<file path="src/rtl/cypher_feeder.sv">
// Requester for the nibble-match engine: collects a key nibble plus a cypher nibble stream,
// strobes the engine, waits (bounded) for its match flag and hands the sum back to the host.
module cypher_feeder #(
  parameter int NIBBLES = 4,
  parameter int SUM_W   = 8,
  parameter int TIMEOUT = 64
) (
  input  logic                   clock,
  input  logic                   reset,
  input  logic [3:0]             in_data,
  input  logic                   in_valid,
  output logic                   in_ready,
  output logic [4*NIBBLES-1:0]   cypher,
  output logic [3:0]             compared,
  output logic                   read,
  input  logic                   match,
  input  logic [SUM_W-1:0]       sum,
  output logic                   res_valid,
  output logic [SUM_W-1:0]       res_sum,
  output logic                   res_timeout,
  input  logic                   res_ack,
  output logic                   busy
);

  localparam int CW = 4 * NIBBLES;
  localparam int KW = $clog2(NIBBLES + 1);
  localparam int TW = (TIMEOUT > 2) ? $clog2(TIMEOUT) : 1;

  typedef enum logic [1:0] {LOAD, ISSUE, WAIT, RESULT} state_t;

  state_t           state_reg;
  logic [KW-1:0]    nib_cnt_reg;
  logic [TW-1:0]    wait_cnt_reg;
  logic [CW-1:0]    cypher_reg;
  logic [CW-1:0]    cypher_next;
  logic [3:0]       compared_reg;
  logic             read_reg;
  logic             in_ready_reg;
  logic             busy_reg;
  logic             res_valid_reg;
  logic [SUM_W-1:0] res_sum_reg;
  logic             res_timeout_reg;

  // A single-nibble cypher has nothing to shift out; avoid a negative slice in that case.
  generate
    if (NIBBLES > 1) begin : g_shift
      assign cypher_next = {cypher_reg[CW-5:0], in_data};
    end else begin : g_noshift
      assign cypher_next = in_data;
    end
  endgenerate

  always_ff @(posedge clock) begin
    if (reset) begin
      state_reg       <= LOAD;
      nib_cnt_reg     <= '0;
      wait_cnt_reg    <= '0;
      cypher_reg      <= '0;
      compared_reg    <= '0;
      read_reg        <= 1'b0;
      in_ready_reg    <= 1'b1;
      busy_reg        <= 1'b0;
      res_valid_reg   <= 1'b0;
      res_sum_reg     <= '0;
      res_timeout_reg <= 1'b0;
    end else begin
      case (state_reg)
        LOAD: begin
          if (in_valid) begin
            if (nib_cnt_reg == '0) compared_reg <= in_data;
            else                   cypher_reg   <= cypher_next;
            if (nib_cnt_reg == KW'(NIBBLES)) begin
              nib_cnt_reg  <= '0;
              state_reg    <= ISSUE;
              read_reg     <= 1'b1;
              in_ready_reg <= 1'b0;
              busy_reg     <= 1'b1;
            end else begin
              nib_cnt_reg <= nib_cnt_reg + 1'b1;
            end
          end
        end
        ISSUE: begin
          read_reg     <= 1'b0;
          wait_cnt_reg <= '0;
          state_reg    <= WAIT;
        end
        WAIT: begin
          // A match on the final allowed cycle takes priority over the timeout.
          if (match) begin
            res_sum_reg     <= sum;
            res_timeout_reg <= 1'b0;
            res_valid_reg   <= 1'b1;
            state_reg       <= RESULT;
          end else if (wait_cnt_reg == TW'(TIMEOUT - 2)) begin
            res_sum_reg     <= '0;
            res_timeout_reg <= 1'b1;
            res_valid_reg   <= 1'b1;
            state_reg       <= RESULT;
          end else begin
            wait_cnt_reg <= wait_cnt_reg + 1'b1;
          end
        end
        RESULT: begin
          if (res_ack) begin
            res_valid_reg <= 1'b0;
            in_ready_reg  <= 1'b1;
            busy_reg      <= 1'b0;
            state_reg     <= LOAD;
          end
        end
        default: state_reg <= LOAD;
      endcase
    end
  end

  assign in_ready    = in_ready_reg;
  assign cypher      = cypher_reg;
  assign compared    = compared_reg;
  assign read        = read_reg;
  assign res_valid   = res_valid_reg;
  assign res_sum     = res_sum_reg;
  assign res_timeout = res_timeout_reg;
  assign busy        = busy_reg;

endmodule
</file>
<file path="config.mk">
export PLATFORM = sky130hd
export DESIGN_NAME = cypher_feeder
export DESIGN_NICKNAME = d
export VERILOG_FILES = /design/src/rtl/cypher_feeder.sv
export SDC_FILE = /design/constraint.sdc
export NUM_CORES = 1
export LEC_CHECK = 0
export CAP_MARGIN = 20
export CORE_MARGIN = 3
export CORE_UTILIZATION = 47
export DETAILED_ROUTE_END_ITERATION = 10
export HOLD_SLACK_MARGIN = 0.02
export PLACE_DENSITY = 0.78
export SYNTH_ARGS = -nofsm -noshare
export SYNTH_HDL_FRONTEND = slang
export SYNTH_SLANG_ARGS = --single-unit
</file>
<file path="constraint.sdc">
create_clock -name clock -period 3.58 [get_ports clock]
set_input_delay 0.537 -clock clock [delete_from_list [all_inputs] [get_ports clock]]
set_output_delay 0.537 -clock clock [all_outputs]
set_load 0.05 [all_outputs]
</file>
# Word level (Yosys, flattened, before mapping)
# Cells that the tools add are included.
# W data, S select, Z words.
dict set report totals {
  wordCells 66
  out_inout_bits 33
  regBits 44
  input_bits 17
}
dict set report classes {
  bitwise_logic 1
  mux 25
  n_reduce_logical 16
  n_eq_ne 11
  addsub 2
}
# op count
set op_table {}
lappend op_table {{$mux W8} 2}
lappend op_table {{$reduce_and A3 Y1} 5}
lappend op_table {{$mux W6} 2}
lappend op_table {{$pmux W6 S2} 1}
lappend op_table {{$mux W2} 5}
lappend op_table {{$ne A2 B2 Y1 const B} 5}
lappend op_table {{$reduce_bool A2 Y1} 5}
lappend op_table {{$mux W1} 9}
lappend op_table {{$pmux W1 S2} 4}
lappend op_table {{$pmux W2 S4} 1}
lappend op_table {{$reduce_and A4 Y1} 2}
lappend op_table {{$add A6 B1 Y6 const B} 1}
lappend op_table {{$eq A6 B6 Y1 const B} 1}
lappend op_table {{$eq A2 B2 Y1 const B} 2}
lappend op_table {{$reduce_and A2 Y1} 2}
lappend op_table {{$add A3 B1 Y3 const B} 1}
lappend op_table {{$eq A3 B3 Y1 const B} 1}
lappend op_table {{$logic_not A3 Y1} 1}
lappend op_table {{$mux W3} 1}
lappend op_table {{$ne A3 B3 Y1 const B} 1}
lappend op_table {{$eq A2 B1 Y1 const B} 1}
lappend op_table {{$logic_not A2 Y1} 1}
lappend op_table {{$not A1 Y1} 1}

# Longest topological paths before layout
# Gate-level depths: netlist of run 1.
dict set report depth {
  word_depth 4
  depth_mapped 8
  ltp_nobuf 6
}

# Worst setup path after synthesis of run 1
# No wires, ideal clock.
dict set report synth_path {
  kind {register to register}
  start {reg state_reg[1]}
  end {reg cypher_reg[6], in the netlist cypher[6]}
  period_less_slack_ns 1.567
  n_path_buf 2
  path_stages_with_launch 9
  setup_slack_ns 2.013
  arrival_ns 1.433
  required_time_ns 3.446
  setup_ns 0.134
  cell_sequence {dfxtp_1 -> inv_1 -> ha_1 -> nand2_2 -> or2_1 -> buf_6 -> buf_6 -> nand2_1 -> a21oi_1}
}
dict set report synth_via {
  elab_chain_cells 2
}
# element line
set synth_rtl {}
lappend synth_rtl {{from (decl)} 31} ;# state_t state_reg;
lappend synth_rtl {{from (signal assigned)} 55} ;# state_reg <= LOAD;
lappend synth_rtl {{from (signal assigned)} 74} ;# state_reg <= ISSUE;
lappend synth_rtl {{from (signal assigned)} 86} ;# state_reg <= WAIT;
lappend synth_rtl {{$logic_not A2 Y1} 67} ;# case (state_reg)
lappend synth_rtl {{$reduce_and A3 Y1 (no source line)} n/a}
lappend synth_rtl {{to (signal assigned)} 71} ;# else cypher_reg <= cypher_next;
lappend synth_rtl {{to (decl)} 34} ;# logic [CW-1:0] cypher_reg;
# No other way between the ends.
# A chain may end at the register's enable or synchronous reset.

# Final worst setup path of run 1
dict set report layout_path {
  start {reg cypher_reg[11], in the netlist cypher[11]}
  end {out cypher[11]}
}
# element line
set layout_rtl {}
lappend layout_rtl {{to (decl)} 13} ;# output logic [4*NIBBLES-1:0] cypher,
# No word-level cell between the ends.

==> results of run 1 <==
## routing by layer
layer | part of all wire, % | track usage [%] | up-vias
li1 | - | - | 799
met1 | 48 | 19.5 | 713
met2 | 46 | 26.2 | 40
met3 | 4.5 | 4.35 | 6
met4 | 1.7 | 5.86 | 0
met5 | 0 | 0 | -
## worst min-delay path, delay by kind of cell (launching register included)
family	cells	cell delay, ps
AOI/OAI and AO/OA	1	50
and+or+nand+nor	1	50
DFF	1	320
## layout by cell type, fill, tap and decap left out, types with 4 or more instances in the layout
cell              n
clkdlybuf4s50_1  49
a21oi_1          26
nor2_1            7
a22o_1            8
mux2i_1           4
inv_1             8
ha_1              9
dfxtp_1          44
clkbuf_8          6
nand3_1          10
nand2_1          36
nor3_1            4
## report_power, final
group          switching (W)  internal [W]  total (W)
logic               0.000218      0.000118   0.000337
registers          0.0000234      0.000521   0.000544
clock network       0.000166      0.000228   0.000394
total               0.000408      0.000867    0.00127
## cell families (layout without fill, tap and decap cells)
| logic type | Yosys count | count (layout) | synth area share, % |
|---|---|---|---|
| and+or+nand+nor | 73 | 73 | 18.5 |
| AOI/OAI and AO/OA | 55 | 55 | 20.6 |
| DFF | 44 | 44 | 47.0 |
| buffers and inverters | 19 | 67 | 5.34 |
| adders and majority gates | 9 | 9 | 6.00 |
| muxes | 4 | 4 | 2.13 |
| xor gates and xnor gates | 1 | 1 | 0.467 |
## final timing paths
path	from	slack (ps)	end	depth (start not counted)
worst max-delay path	cypher[11]	1550	cypher[11]	1
worst min-delay path	cypher[12]	460	cypher[12]	2
worst max register to register	state_reg[0]	1760	res_valid	6
worst min register to register	cypher[12]	460	cypher[12]	2
## per-stage QoR
stage               instance area, um^2  hold WS (ps)  std cells  setup slack [ps]
detailed placement                 2370           452        293              1430
finish                             2490           460        301              1550
floorplan                          1880           453        205              2010
global placement                   2370           449        293              1480
global route                       2490           474        301              1500
CTS                                2490           463        301              1540
## cell type report
cell class                      count  area, um^2
Fill cell                         350        1250
Clock buffer                        6        82.6
Inverter                            9        33.8
Sequential cell                    44         881
Timing Repair Buffer               50         498
Multi-Input combinational cell    142         895
Clock inverter                      2        38.8
Tap cell                           48        60.1
==> summary.md, run 1 <==
| Metric | Value |
|---|---|
| Ys flop type | `dfxtp_1` |
| Vias/cell | `5.18` |
| DR pass1 iterations | `6` |
| Hold Path Class | `flop to flop` |
| Post-CTS Resized | `0` |
| Most common library cells after synthesis | `dfxtp_1 (44), nand2_1 (36), a21oi_1 (26)` |
| CP Data Required Time | `3040 ps` |
| Worst slew margin | `65.0%` |
| Syn_area_per_cell | `9.15 um^2` |
| Max Clock Freq | `494 MHz` |
| Sequential cell area fraction in the yosys report | `47.0%` |
| Drt total wl | `3800 um` |
| Longest Clk Path Bufs | `2` |
| Initial Util | `50.1%` |
| VDD IR-drop max | `410 uV` |
| Slowest stage delay, CP | `820 ps` |
| Synth Warn # | `0` |
| Synth area leader | `dfxtp_1` |
| Post-synth net total | `231` |
| Post-layout net count | `278` |
| Full die area | `4780 um^2` |
| Buffers and inverters on the worst path | `1` |
| Post-CTS Setup Bufs | `0` |
| Vias in the first global route | `1369` |
| Clock root cell | `clkbuf_8` |
| Worst endpoint data arrival time | `1490 ps` |
| Kind of critical path | `flop to primary output` |
| Cell with the most instances after synthesis | `dfxtp_1` |
| PortBufs | `49` |
| Setup crit end kind | `primary output` |
| Share of the synthesized area in the top cell type | `47.0%` |
| Crit-path slowest cell | `clkdlybuf4s50_1` |
| WL/cell | `12.6 um` |
| Final ANT Viol Nets | `0` |
| Top-Level Pins | `50` |
| Total number of vias | `1558` |
| Unique masters post-synth | `41` |
| Max FFs per register | `16` |
| PwrDens | `512 nW/um^2` |
| Die width | `69.2 um` |
| Antenna diodes | `0` |
| Synth Cell Area | `1880 um^2` |
| Area Growth Syn to Fin | `32.7%` |
| # Max-Cap Violations | `0` |
| Status | `finished clean` |
| Final setup vio count | `0` |
| RSZ-0062 raised after global routing | `no` |
| Crit share post-route | `56.6%` |
| Layout cell share with drive strength beyond 1 | `8.30%` |
| First-pass GRT wire length | `6200 um` |
| Core Util, Final | `66.5%` |
| Register bit total from synthesis | `44` |
| DRC viols | `0` |
| Post-CTS Hold Buffers | `0` |
| Setup TNS | `0 ps` |
| CTS tree | `yes` |
| GPL Wtd Cong | `0.810` |
| Fin. Hold Viols | `0` |
| Die Height | `69.2 um` |
| Total power | `0.00127 W` |
| Area of the core | `3740 um^2` |
| 1st-iter DRT viols | `39` |
| GRT Util Overall | `15.8%` |
| Clk_skew | `6.52 ps` |
| Slew Limit Fails | `0` |
| Largest cells by area after synthesis | `dfxtp_1 (47%), nand2_1 (7.2%), a21oi_1 (6.9%), ha_1 (6.0%), a22o_1 (3.7%)` |
| Mapped Cells | `205` |
| Row cnt | `22` |
| CP Cell Sequence | `clkdlybuf4s50_1` |
| Num Clock Sinks | `44` |
| Top delay family on crit path | `buffers and inverters` |
| CTS Buf Count | `5` |
| Critical path fanouts, max | `3` |
| Async SR Flop Fraction | `0%` |
| Post-synth EDFFs | `0` |
| Dpl hpwl | `2730 um` |
| Actual slew at the worst max-slew pin | `524 ps` |
| Critical Path Start Type | `flop` |
| Leakage | `0.919 nW` |
| CTS clk-pin slew, worst paths | `80 ps` |
| Pin count of the biggest net entering global routing | `36` |
| Congestion Overflow GR | `0` |
| H-tree level count | `2` |
| Initial antenna violation count | `0` |
| Period minus WS final | `2030 ps` |
| Clock Latency Late Sink | `300 ps` |
Note: power is estimated with default switching activity, not from simulation.
==> run 2, diff against run 1 <==
==> constraint.sdc (replaced) <==
create_clock -name clock -period 2 [get_ports clock]
set_input_delay 0.3 -clock clock [delete_from_list [all_inputs] [get_ports clock]]
set_output_delay 0.3 -clock clock [all_outputs]
set_load 0.05 [all_outputs]
==> run 2 against run 1 <==
Combinational power increased by 85%. Via count decreased by 0.32%. Clock power increased by 46%. Critical endpoint is now cypher[5].
==> summary.md, run 2 (synthesis gave the netlist of run 1 again) <==
| Metric | Value |
|---|---|
| Status | `finished clean` |
| Area Growth Syn to Fin | `32.2%` |
| Full die area | `4780 um^2` |
| Drt total wl | `3860 um` |
| Worst reg2reg path depth | `6` |
| Buffers and inverters on the worst path | `1` |
| H-tree level count | `2` |
| CTS Buf Count | `5` |
| Worst Hold Slack | `459 ps` |
| Clock Latency Late Sink | `290 ps` |
| Hold Path Class | `flop to flop` |
| Slowest stage delay, CP | `810 ps` |
| CP Cell Sequence | `clkdlybuf4s50_1` |
| Top delay family on crit path | `buffers and inverters` |
| First-pass GRT wire length | `6510 um` |
| Final setup vio count | `0` |
| Period minus WS final | `1770 ps` |
| Crit-path slowest cell | `clkdlybuf4s50_1` |
| Setup TNS | `0 ps` |
| Post-CTS Setup Bufs | `0` |
| CTS clk-pin slew, worst paths | `70 ps` |
| Dpl hpwl | `2810 um` |
| Met1 global-route usage | `20.8%` |
| WL/cell | `12.8 um` |
| Post-CTS Hold Buffers | `0` |
| DRC viols | `0` |
| Reg-to-Reg Start | `state_reg[0]` |
| Post-CTS Resized | `0` |
| Most frequent cells in the layout | `clkdlybuf4s50_1 (49), dfxtp_1 (44), nand2_1 (36), a21oi_1 (26), nand3_1 (10)` |
| Crit share post-route | `88.4%` |
| Commonest non-fill, non-tap cell in the layout | `clkdlybuf4s50_1` |
| CP Data Required Time | `1700 ps` |
| # Max-Cap Violations | `0` |
| Max Clock Freq | `566 MHz` |
| Initial Util | `50.1%` |
| PortBufs | `49` |
| Total number of vias | `1553` |
| Placed cell areas | `2380 um^2` |
| Vias in the first global route | `1406` |
| GR Util met3 | `4.64%` |
| Post-route cell area | `2480 um^2` |
| GRT busiest layer | `met2` |
| GRT Util Overall | `16.7%` |
| Worst Setup SP | `cypher[5]` |
| CTS tree | `yes` |
| Max FFs per register | `16` |
| Post-layout net count | `280` |
| PwrDens | `877 nW/um^2` |
| Worst slew margin | `65.4%` |
| Pin count of the biggest net entering global routing | `35` |
| GPL Wtd Cong | `0.753` |
| Fin. Hold Viols | `0` |
| Num Clock Sinks | `44` |
| Critical Path Start Type | `flop` |
| R2R Path End | `cypher[1]` |
| Actual slew at the worst max-slew pin | `517 ps` |
| Slew Limit Fails | `0` |
| Worst endpoint data arrival time | `1470 ps` |
| Top-Level Pins | `50` |
| Leakage | `0.918 nW` |
| Vias/cell | `5.14` |
| Antenna diodes | `0` |
| Final ANT Viol Nets | `0` |
| Die width | `69.2 um` |
| Critical path fanouts, max | `3` |
| Clock root cell | `clkbuf_8` |
| Area of the core | `3740 um^2` |
| Clk_skew | `6.45 ps` |
| Register-to-register setup slack | `290 ps` |
| DR pass1 iterations | `4` |
| Initial antenna violation count | `0` |
| CP Depth | `1` |
| Crit path capture | `cypher[5]` |
| VDD IR-drop max | `642 uV` |
| Row cnt | `22` |
| Die Height | `69.2 um` |
| Layout cell share with drive strength beyond 1 | `8.66%` |
| RSZ-0062 raised after global routing | `no` |
| 1st-iter DRT viols | `80` |
| Congestion Overflow GR | `0` |
| Longest Clk Path Bufs | `2` |
| Met2 usage | `26.9%` |
| Setup crit end kind | `primary output` |
| Kind of critical path | `flop to primary output` |
[run 2: how the worst min path moves through the flow]
| stage | start | endpoint | slack, ps | cells past startpoint |
|---|---|---|---|---|
| final | cypher[13] | cypher[13] | 460 | 2 |
| after floorplan | match | res_timeout | 400 | 1 |
| after global routing | cypher[15] | cypher[15] | 470 | 2 |
| after global placement | cypher[14] | cypher[14] | 450 | 2 |
| after detailed placement | cypher[15] | cypher[15] | 450 | 2 |
| after CTS | cypher[15] | cypher[15] | 460 | 2 |
[run 2: power breakdown]
| part | switching [W] | internal, W |
|---|---|---|
| clock network | 0.000269 | 0.000307 |
| logic | 0.000400 | 0.000223 |
| registers | 0.0000411 | 0.000932 |
| total | 0.000710 | 0.00146 |
[run 2: stage by stage]
step	total power [W]	util (%)	worst slack [ps]	instances
4_1_cts	0.00220	66.2	215	302
3_5_place_dp	0.00162	63.6	234	295
3_3_place_gp	0.00161	63.6	256	295
6_report	0.00217	66.2	232	302
5_1_grt	0.00229	66.2	84.9	302
2_1_floorplan	0.00146	-	433	205
[run 2: final cells by class]
class / count / area (um^2)
fillers: 328 / 1260
repair buffers: 52 / 513
clock buffers: 7 / 96.3
flip-flops and latches: 44 / 881
multi-input cells: 142 / 895
well taps: 48 / 60.1
inverters: 9 / 33.8
[run 2: metal layers]
layer / wire, um / part of all wire [%]
met4: 43 / 1.1
met3: 204 / 5.3
met1: 1750 / 45
met5: 0 / 0
met2: 1860 / 48
